File: src/rtl/axi_wr_back_pkg.sv
// Shared constants, FIFO entry layout and FSM encoding for the
// write-response arbiter.
package axi_wr_back_pkg;

  localparam int N_SRC       = 4;
  localparam int ID_WIDTH    = 8;
  localparam int SEQ_WIDTH   = 7;
  localparam int RESP_WIDTH  = 2;
  localparam int SRC_WIDTH   = 2;
  localparam int ERR_WIDTH   = 16;
  localparam int ENTRY_WIDTH = RESP_WIDTH + ID_WIDTH + SRC_WIDTH + SEQ_WIDTH;

  // Entry field offsets (LSB position of each field)
  localparam int RESP_LSB = 0;
  localparam int BID_LSB  = RESP_LSB + RESP_WIDTH;
  localparam int SRC_LSB  = BID_LSB + ID_WIDTH;
  localparam int SEQ_LSB  = SRC_LSB + SRC_WIDTH;

  typedef enum logic [1:0] {
    ST_IDLE    = 2'd0,
    ST_ACCEPT  = 2'd1,
    ST_BLOCKED = 2'd2
  } state_t;

  // Build one FIFO entry from its fields.
  function automatic logic [ENTRY_WIDTH-1:0] pack_entry(
    input logic [SEQ_WIDTH-1:0]  seq,
    input logic [SRC_WIDTH-1:0]  src,
    input logic [ID_WIDTH-1:0]   bid,
    input logic [RESP_WIDTH-1:0] resp
  );
    logic [ENTRY_WIDTH-1:0] e;
    e = {ENTRY_WIDTH{1'b0}};
    e[RESP_LSB +: RESP_WIDTH] = resp;
    e[BID_LSB  +: ID_WIDTH]   = bid;
    e[SRC_LSB  +: SRC_WIDTH]  = src;
    e[SEQ_LSB  +: SEQ_WIDTH]  = seq;
    return e;
  endfunction

endpackage

File: src/rtl/axi_wr_back_arbiter_rr_arb4.sv
// Four-way round-robin grant: first requester at or above ptr, wrapping.
module rr_arb4
  import axi_wr_back_pkg::*;
(
  input  logic [N_SRC-1:0]     req,
  input  logic [SRC_WIDTH-1:0] ptr,
  output logic [N_SRC-1:0]     grant
);

  logic [SRC_WIDTH-1:0] idx_s;

  // Walk the requesters from ptr upward and grant the first one found.
  always_comb begin
    grant = {N_SRC{1'b0}};
    idx_s = {SRC_WIDTH{1'b0}};
    for (int k = 0; k < N_SRC; k++) begin
      idx_s = ptr + SRC_WIDTH'(k);
      if (req[idx_s] && (grant == {N_SRC{1'b0}})) begin
        grant[idx_s] = 1'b1;
      end else begin
        grant = grant;
      end
    end
  end

endmodule

File: src/rtl/axi_wr_back_arbiter.sv
// Arbitrates N_SRC AXI write-response channels into one write-back FIFO,
// tagging each entry with source index and a wrapping sequence number.
module axi_wr_back_arbiter #(
  parameter int N_SRC     = axi_wr_back_pkg::N_SRC,
  parameter int ID_WIDTH  = axi_wr_back_pkg::ID_WIDTH,
  parameter int SEQ_WIDTH = axi_wr_back_pkg::SEQ_WIDTH
) (
  input  logic                      clk,
  input  logic                      rstn,
  input  logic [N_SRC-1:0]          s_bvalid,
  output logic [N_SRC-1:0]          s_bready,
  input  logic [N_SRC*ID_WIDTH-1:0] s_bid,
  input  logic [N_SRC*2-1:0]        s_bresp,
  output logic                      fifo_wr_en,
  output logic [18:0]               fifo_wr_data,
  input  logic                      fifo_wr_full,
  input  logic                      fifo_almost_full,
  input  logic                      err_clr,
  output logic [15:0]               err_cnt,
  output logic [1:0]                state
);

  import axi_wr_back_pkg::*;

  logic                   blocked_s;
  logic [N_SRC-1:0]       req_s;
  logic [N_SRC-1:0]       grant_s;
  logic                   hs_s;
  logic                   err_hit_s;
  logic [SRC_WIDTH-1:0]   win_s;
  logic [ID_WIDTH-1:0]    bid_s;
  logic [RESP_WIDTH-1:0]  resp_s;
  state_t                 next_state_s;

  logic [SRC_WIDTH-1:0]   rr_ptr_r;
  logic [SEQ_WIDTH-1:0]   seq_r;
  logic [ERR_WIDTH-1:0]   err_cnt_r;
  logic                   wr_en_r;
  logic [ENTRY_WIDTH-1:0] wr_data_r;
  state_t                 state_r;

  // Backpressure uses almost-full so the in-flight entry always has room;
  // readiness is also withheld while reset is asserted.
  assign blocked_s = fifo_almost_full | fifo_wr_full;
  assign req_s     = (rstn && !blocked_s) ? s_bvalid : {N_SRC{1'b0}};

  rr_arb4 u_rr_arb4 (
    .req   (req_s),
    .ptr   (rr_ptr_r),
    .grant (grant_s)
  );

  assign s_bready  = grant_s;
  assign hs_s      = |grant_s;
  assign err_hit_s = hs_s && (resp_s != 2'b00);

  // Select the winning source's index, BID and BRESP.
  always_comb begin
    win_s  = {SRC_WIDTH{1'b0}};
    bid_s  = {ID_WIDTH{1'b0}};
    resp_s = 2'b00;
    for (int i = 0; i < N_SRC; i++) begin
      if (grant_s[i]) begin
        win_s  = SRC_WIDTH'(i);
        bid_s  = s_bid[i*ID_WIDTH +: ID_WIDTH];
        resp_s = s_bresp[i*2 +: 2];
      end else begin
        win_s  = win_s;
        bid_s  = bid_s;
        resp_s = resp_s;
      end
    end
  end

  // Next FSM state reflects this cycle's valid/backpressure situation.
  always_comb begin
    case ({|s_bvalid, blocked_s})
      2'b10:   next_state_s = ST_ACCEPT;
      2'b11:   next_state_s = ST_BLOCKED;
      default: next_state_s = ST_IDLE;
    endcase
  end

  // Registered write-back path, pointer, sequence tag, error count and state.
  always_ff @(posedge clk or negedge rstn) begin
    if (!rstn) begin
      rr_ptr_r  <= {SRC_WIDTH{1'b0}};
      seq_r     <= {SEQ_WIDTH{1'b0}};
      err_cnt_r <= {ERR_WIDTH{1'b0}};
      wr_en_r   <= 1'b0;
      wr_data_r <= {ENTRY_WIDTH{1'b0}};
      state_r   <= ST_IDLE;
    end else begin
      wr_en_r <= hs_s;
      state_r <= next_state_s;
      if (hs_s) begin
        wr_data_r <= pack_entry(seq_r, win_s, bid_s, resp_s);
        rr_ptr_r  <= win_s + 2'd1;
        seq_r     <= seq_r + 7'd1;
      end
      if (err_clr) begin
        err_cnt_r <= err_hit_s ? 16'd1 : 16'd0;
      end else if (err_hit_s && (err_cnt_r != 16'hFFFF)) begin
        err_cnt_r <= err_cnt_r + 16'd1;
      end
    end
  end

  assign fifo_wr_en   = wr_en_r;
  assign fifo_wr_data = wr_data_r;
  assign err_cnt      = err_cnt_r;
  assign state        = state_r;

endmodule

File: config.mk
export PLATFORM = sky130hd
export DESIGN_NAME = axi_wr_back_arbiter
export DESIGN_NICKNAME = d
export VERILOG_FILES = /design/src/rtl/axi_wr_back_pkg.sv /design/src/rtl/axi_wr_back_arbiter_rr_arb4.sv /design/src/rtl/axi_wr_back_arbiter.sv
export SDC_FILE = /design/constraint.sdc
export NUM_CORES = 1
export LEC_CHECK = 0
export ABC_AREA = 1
export BUFFER_PORTS_ARGS = -buffer_cell sky130_fd_sc_hd__buf_4
export CAP_MARGIN = 0
export CELL_PAD_IN_SITES_DETAIL_PLACEMENT = 0
export CELL_PAD_IN_SITES_GLOBAL_PLACEMENT = 2
export CORE_AREA = 2 2 107 109
export CTS_BUF_LIST = sky130_fd_sc_hd__clkbuf_4 sky130_fd_sc_hd__clkbuf_8 sky130_fd_sc_hd__clkbuf_16
export DETAILED_ROUTE_END_ITERATION = 6
export DIE_AREA = 0 0 109 111
export PLACE_DENSITY_LB_ADDON = 0.1
export SYNTH_ARGS = -nofsm -noshare
export SYNTH_HDL_FRONTEND = slang
export SYNTH_SLANG_ARGS = --single-unit
File: constraint.sdc
create_clock -name clk -period 3.3 [get_ports clk]
set_input_delay 0.66 -clock clk [delete_from_list [all_inputs] [get_ports clk]]
set_output_delay 0.66 -clock clk [all_outputs]
set_load 0.05 [all_outputs]
==> results of run 1 <==
==> worst max-delay path by stage <==
stage	to	slack (ps)	cells after the start
after floorplan	err_cnt[12]$_DFFE_PN0P_	120	24
after global placement	err_cnt[2]$_DFFE_PN0P_	-240	24
after detailed placement	err_cnt[8]$_DFFE_PN0P_	-280	24
after CTS	s_bready[3]	2	13
after global routing	s_bready[3]	-130	16
final	s_bready[3]	10	16
==> layer usage <==
metal | global-route usage | wire length (microns)
met1 | 0.203 | 4300
met3 | 0.0247 | 248
met4 | 0.0265 | 91
met5 | 0 | 0
met2 | 0.258 | 4590
==> stage by stage <==
stage               instances  hold slack, ps
detailed placement        648             460
global route              681             503
CTS                       666             475
finish                    681             471
global placement          648             460
floorplan                 397             364
==> timing repair <==
| action | CTS | global route |
|---|---|---|
| buffers inserted | 9 | 15 |
| resized for setup | 18 | 40 |
| pin swaps | 10 | 34 |
| cloned | 1 | 0 |
| setup endpoints to repair | 18 | 23 |
==> worst register-to-register path, delay by kind of cell (launching register included) <==
family / cells / cell delay, ps
buffers and inverters: 7 / 810
adder cells (fa/ha/maj): 1 / 230
AND/OR/NAND/NOR: 16 / 1430
AO/OA/AOI/OAI: 1 / 170
flip-flops: 1 / 430
==> kinds of logic (layout without fill, tap and decap cells) <==
family,Yosys count,in the layout,synth area share
flip-flops,47,47,0.379
AND/OR/NAND/NOR,244,245,0.405
buffers and inverters,48,188,0.0690
AO/OA/AOI/OAI,35,35,0.0714
adder cells (fa/ha/maj),9,9,0.0363
XOR/XNOR,14,14,0.0395
==> layout make-up <==
class / count / area [sq um]
Fill cell: 1129 / 6370
Sequential cell: 47 / 1180
Multi-Input combinational cell: 303 / 1880
Clock buffer: 6 / 133
Tap cell: 143 / 179
Inverter: 36 / 140
Timing Repair Buffer: 144 / 1180
Clock inverter: 2 / 12.5
==> state kept, by name, summed over array words and instances, names as in the netlist <==
signal        cells
seq_r             7
rr_ptr_r          2
err_cnt          16
fifo_wr_en        1
fifo_wr_data     19
state             2
==> synthesized netlist by cell type, drive strengths merged <==
cell type | n | area share
nand2 | 131 | 0.19
o31ai | 1 | 0.0040
nor4b | 1 | 0.0028
or2 | 2 | 0.0040
nand4 | 13 | 0.026
xnor2 | 4 | 0.011
clkbuf | 8 | 0.010
xor2 | 10 | 0.028
clkinv | 1 | 0.0012
o22ai | 1 | 0.0020
nor3b | 3 | 0.0073
nor2 | 32 | 0.059
inv | 35 | 0.042
nand3 | 53 | 0.094
a21oi | 12 | 0.023
ha | 9 | 0.036
a31oi | 3 | 0.0061
nor4 | 3 | 0.0061
nor3 | 6 | 0.011
dfrtp | 47 | 0.38
o21ai | 18 | 0.036
buf | 4 | 0.015
==> results.txt, run 1 <==
After floorplanning, the core was divided into 39 placement rows. In this run the remaining antenna-violating nets after routing total 0. The length in cells of the worst reg-to-reg path is 25. The largest net degree at the start of global routing came out at 48.

The cell with the largest stage delay on the worst path is dfrtp_2. Max-cap violations in this run came to 0. The most common cell after layout, fill and taps aside is buf_4. The launch instance of the worst min-delay path is seq_r[6]$_DFFE_PN0P_.

The net total in the final layout is ~600. Leaving out fill and tap cells, the most frequent cells in the layout are 129 x buf_4, 102 x nand2_1, 45 x dfrtp_1, 40 x nand3_1, 25 x inv_1. The total of endpoints with negative setup slack in the final report is 0. The critical path startpoint is rr_ptr_r[0]$_DFFE_PN0P_.

Counting every sink on the clock net gives 47. The category of the worst setup path launch point is a flop. The number of DRC violations after detailed-routing iteration 0 came out at between 100 and 150. The setup slack after layout came out at 11.2 ps. Clock latency on the worst-skew pair, taken at its later pin, is about 280 ps.

The first global-routing pass estimated around 15000 microns of wire. In this run, CTS created clock tree buffers numbering 5. In this run the critical register-to-register path is launched from rr_ptr_r[0]$_DFFE_PN0P_.

The endpoint of the most critical register-to-register path is err_cnt[8]$_DFFE_PN0P_. The count of pins over their slew limit came out at 0. The maximum clock skew at final layout came out at a little over 10 ps.

In the final layout, the share of cells above drive strength 1 is 0.424. The reg2reg setup slack came out at 100 ps. The post-synthesis instance total is 397. The register bit total from synthesis is 47. Counting instances, the worst hold path has a depth of 1.

The number of levels in the clock H-tree came out at 2. The count of endpoints failing hold in the final timing report is 0. The number of nets in the synthesized netlist is 455. The worst-margin pin slew is between 600 and 700 ps. No sink is reached through more buffers than the 2 on the longest clock path. The area of the mapped netlist came out at roughly 3100 sq um. The initial antenna violation count came out at 0. Measured on the finished design, the core utilization comes to 0.424.

The post-placement worst setup slack is -279 ps. The critical path buffer and inverter count is 6. The run finished with clean final reports. The number of antenna diodes in the final layout is 0. The arrival time of the worst setup path came out at 2630 ps. The routed length per instance came out at 13.5 microns. The total number of vias is 3073. Of all nets on the critical path, the largest fanout is 4. The sequential element share of the synthesized area came out at 0.379. The number of different library cells used by synthesis comes to 38. The average cell area after synthesis is 7.81 sq um. CTS placed an instance of clkbuf_16 at the clock tree root. The shortest period the worst path allows came out at 3290 ps. During placement, the flow inserted port buffers numbering 90. Compared with the post-synthesis result, the final layout area differs by 51.6%. Buffers inserted to repair hold after CTS numbered 0. The floorplan step set the die height to 111 microns.

The type of the most critical hold path is reg2reg. The number of remaining DRC errors came out at 0. The critical path goes through buf_4 -> buf_4 -> ha_1 -> nand3_2 -> nand2_2 -> inv_4 -> nand3_4 -> nand3_4 -> inv_2 -> nand3_2 -> nand3_2 -> nor2_4 -> nand2_4 -> o21ai_4 -> buf_6 -> buf_8. The total half-perimeter wirelength after legalization and detailed placement is roughly 6700 microns. The maximum achievable frequency came out at roughly 300 MHz. The setup TNS is 0 ps.

The die area came out at about 12000 sq um. For hold timing, the worst endpoint is seq_r[6]$_DFFE_PN0P_. The worst setup path is of the reg2out kind. The post-detailed-placement cell area came out at about 4100 sq um. The mean number of vias per cell came out at approximately 4.5. Among the stages of the critical path, the cell type that occurs most often is nand3_2.

The total detailed-routing wirelength is 9230 microns. The number of global-route vias before repair is just under 3000. The share of the cycle needed by the critical path after routing is 0.997. Data on the critical path is required at its endpoint by around 2600 ps. During synthesis, Yosys emitted a total of 0 warnings. The die is roughly 110 microns wide. The final weighted congestion in routability-driven placement is 0.772. The finished layout cell area is 4700 sq um. The overall track demand over capacity in global routing is 0.152. STA classifies the critical path endpoint as an output pin. Among cell families on the critical path, the largest total delay comes from simple AND/OR/NAND/NOR gates. Setup repair after global routing could not meet its margin everywhere. The maximum cell stage delay along the critical path came out at 430 ps. 91 I/O pins were placed.

TritonCTS built the clock tree. The headroom to the max-slew limit is 0.551. The area of the core region came out at between 10000 and 15000 sq um. For this configuration, the core starts out at a cell density of 0.280.

The iteration count of the initial detailed-routing pass is 4. The aggregate global routing overflow is 0. The post-CTS clock slew at the launch and capture registers of the worst setup and hold paths came out at 70 ps.
Power of run 1 is not shown: default switching activity piles up to over one toggle a cycle in this logic, so the estimate is an artifact.
==> run 2, diff against run 1 <==
--- a/config.mk
+++ b/config.mk
@@ -11,8 +11,8 @@
 export CELL_PAD_IN_SITES_DETAIL_PLACEMENT = 0
 export CELL_PAD_IN_SITES_GLOBAL_PLACEMENT = 2
-export CORE_AREA = 2 2 107 109
+export CORE_AREA = 2 2 113 115
 export CTS_BUF_LIST = sky130_fd_sc_hd__clkbuf_4 sky130_fd_sc_hd__clkbuf_8 sky130_fd_sc_hd__clkbuf_16
 export DETAILED_ROUTE_END_ITERATION = 6
-export DIE_AREA = 0 0 109 111
+export DIE_AREA = 0 0 115 117
 export PLACE_DENSITY_LB_ADDON = 0.1
 export SYNTH_ARGS = -nofsm -noshare
==> constraint.sdc (replaced) <==
create_clock -name clk -period 2.75 [get_ports clk]
set_input_delay 0.55 -clock clk [delete_from_list [all_inputs] [get_ports clk]]
set_output_delay 0.55 -clock clk [all_outputs]
set_load 0.02 [all_outputs]
==> run 2 against run 1 <==
  * The flow now finishes with violations (setup timing)
  * Register-to-register slack lost 390 ps
  * Die area grew 11%
  * First-iteration DRC count shrank 25%
  * Via count is 2.2% higher
  * Largest cell class unchanged
==> results.txt, run 2 (same netlist as run 1, synthesis figures left out) <==
The flow ran to the end, but the final reports show violations. The final reports fail on setup timing. The count of antenna-violating nets left after detailed routing is 0 (unchanged). The total detailed-routing wirelength came out at 9880 microns (+7.1%).

The overall track demand over capacity in global routing is 0.148 (-0.00349). The total area of multi-input combinational cells is 2040 sq um (+8.9%). The I/O pin total is 91 (unchanged). Subtracting the final worst setup slack from the clock period gives slightly above 3000 ps. The routed length per instance is 14.0 microns (+3.0%). The initial core utilization is 0.252 (-0.0281).

The iteration count of the initial detailed-routing pass is 4 (unchanged). The post-detailed-placement cell area is 4300 sq um (+4.2%). The die height is 117 microns (+5.4%). The final weighted congestion in routability-driven placement came out at 0.853 (+11%). The arrival time of the worst setup path is 2550 ps (-80 ps). The global-route wire length before repair is 15700 microns (+7.7%). The number of max-cap violations came out at 0 (unchanged). The headroom to the max-slew limit is 0.477 (-0.0738). The number of levels in the clock H-tree is 2 (unchanged). The mean number of vias per cell came out at 4.44 (-1.7%). The depth of the worst hold-timing path is 2 (+1). The layout overhead on the synthesized area came out at 63.2%.

The reg2reg setup slack was -290 ps (-390 ps). The floorplan die width is 115 microns (+5.5%). The total of endpoints with negative setup slack in the final report came out at 34 (+34). The worst register-to-register path begins at rr_ptr_r[0]$_DFFE_PN0P_. The flip-flop count of the largest register, all copies and words added came to 19 (unchanged).

The largest net degree at the start of global routing came to 48 (unchanged). The area occupied by registers is 1180 sq um (unchanged). The aggregate global routing overflow came out at 0 (unchanged). The share of cells above drive strength 1 is 0.487 (+0.0637). The die area is 13500 sq um (+11%). The final cell count without fillers is 708 (+4.0%). STA classifies the critical path endpoint as an output pin. Grouping stages by cell kind, the critical path spends the most delay in simple AND/OR/NAND/NOR gates. The critical path goes through inv_4 -> buf_6 -> ha_4 -> o31ai_4 -> nand3_2 -> nand2_4 -> nor2_2 -> nand3_2 -> nand3_2 -> nor2_4 -> nand2_4 -> o21ai_4 -> buf_6 -> buf_6.

The TritonCTS buffer count is 5 (unchanged). The number of global-route vias before repair is 3147 (+6.2%). The maximum cell stage delay along the critical path came out at 410 ps (-20 ps). The number of DRC violations after detailed-routing iteration 0 is 91 (-25%).

The endpoint of the most critical register-to-register path is err_cnt[10]$_DFFE_PN0P_. On the critical path, the stage with the largest delay is an instance of dfrtp_2. The post-CTS clock slew at the launch and capture registers of the worst setup and hold paths came out at 60 ps (about the same). The initial antenna violation count is 0 (unchanged). The area of the core region is 12300 sq um (+11%). The count of clock tree sinks came to 47 (unchanged).

The count of endpoints failing hold in the final timing report is 0 (unchanged). The worst hold-check slack came out at 436 ps (-35.2 ps). The cell count after placement was 673 (+3.9%). The CTS tree is done. The top cell types in the final layout, fill and taps aside, are 138 x buf_4, 89 x nand2_1, 45 x dfrtp_1, 32 x nand3_1, 30 x nand2_2. The category of the critical setup timing path is reg2out.

The total number of vias is 3142 (+2.2%). The finished layout cell area came out at 5060 sq um (+7.7%). The worst-skew pair later-pin latency is 300 ps (+20 ps). The data required time of the worst path was 2200 ps (-440 ps). The total half-perimeter wirelength after legalization and detailed placement came out at 6960 microns (+3.5%).

The net total in the final layout came out at 615 (+3.4%). Setup repair after global routing could not meet its margin everywhere. In this run the most critical hold path is launched from fifo_almost_full. The setup slack after layout is -347 ps (-358 ps). The number of remaining DRC errors is 0 (unchanged).

The hold-critical path endpoint is state[0]$_DFF_PN0_. The deepest clock path buffer count came to 2 (unchanged). The critical path buffer and inverter count is 4 (-2). STA classifies the critical path startpoint as a flop. The library cell used most frequently in the layout, excluding fill and tap cells, is buf_4. The maximum clock skew at final layout came out at 4.13 ps (-6.20 ps). The min-delay analysis places its worst path in the category in2reg. The number of filler instances in the final layout came out at 1262 (+12%). In this run the clock root is driven by a clkbuf_16. The number of diodes added for antenna fixing came to 0 (unchanged). The largest fanout on the critical path came out at 4 (unchanged). The count of pins over their slew limit came out at 0 (unchanged). The maximum achievable frequency is about 320 MHz. The length in cells of the worst reg-to-reg path came out at 23 (-8.0%). The cell row count came out at 41 (+5.1%). The number of port buffers is 90 (unchanged). The worst-margin pin slew is 779 ps (+110 ps).

The share of the cycle needed by the critical path after routing came out at 1.13.
## run 2: cell types whose count changed in the layout (fill, tap and decap cells not counted), moves of 4 or more
cell     delta
nand2_1    -13
buf_8       -4
nand3_2    +10
nand2_4     +4
nand2_2    +10
nand3_1     -8
buf_4       +9
buf_6      +10
## run 2: worst max path at each step
stage | slack [ps] | from | endpoint | depth (start not counted)
2_1_floorplan | -180 | fifo_wr_full | err_cnt[3]$_DFFE_PN0P_ | 26
3_3_place_gp | -550 | fifo_wr_full | err_cnt[0]$_DFFE_PN0P_ | 24
3_5_place_dp | -600 | fifo_wr_full | err_cnt[0]$_DFFE_PN0P_ | 24
4_1_cts | -380 | rr_ptr_r[0]$_DFFE_PN0P_ | s_bready[3] | 18
5_1_grt | -580 | rr_ptr_r[0]$_DFFE_PN0P_ | err_cnt[4]$_DFFE_PN0P_ | 27
6_report | -350 | rr_ptr_r[0]$_DFFE_PN0P_ | s_bready[3] | 14
## run 2: final cells by class
cell class | instances | share of cell area
inverter | 36 | 0.0277
clock buffer | 5 | 0.0247
timing repair buffer | 161 | 0.265
tap | 150 | 0.0371
sequential | 47 | 0.233
multi-input combinational | 306 | 0.404
clock inverter | 3 | 0.00865
## run 2: through the flow
step | setup TNS [ps] | util | setup WS [ps]
2_1_floorplan | -2750 | - | -184
3_3_place_gp | -17800 | 0.349 | -551
3_5_place_dp | -18810 | 0.349 | -596
4_1_cts | -7340 | 0.394 | -376
5_1_grt | -19040 | 0.411 | -580
6_report | -6960 | 0.411 | -347
## run 2: metal layers
metal  share of wire  wire length, microns  global-route usage
met1            0.46                  4570               0.192
met2            0.49                  4800               0.249
met3           0.038                   373              0.0283
met4           0.013                   129              0.0490
met5               0                     0                   0
## run 2: worst reg2reg max path: cells and delay by family (launching register included)
family / cells / cell delay [ps]
flip-flops: 1 / 410
adder cells (fa/ha/maj): 1 / 160
AND/OR/NAND/NOR: 15 / 1360
AO/OA/AOI/OAI: 2 / 510
buffers and inverters: 5 / 500
## run 2: timing repair
| item | 4_1_cts | 5_1_grt |
|---|---|---|
| cloned | 4 | 0 |
| setup endpoints to repair | 45 | 48 |
| pin swaps | 31 | 21 |
| buffers inserted | 17 | 6 |
| hold buffers | 0 | 0 |
| gates resized for setup | 43 | 39 |
Power of run 2 is left out for the same reason.
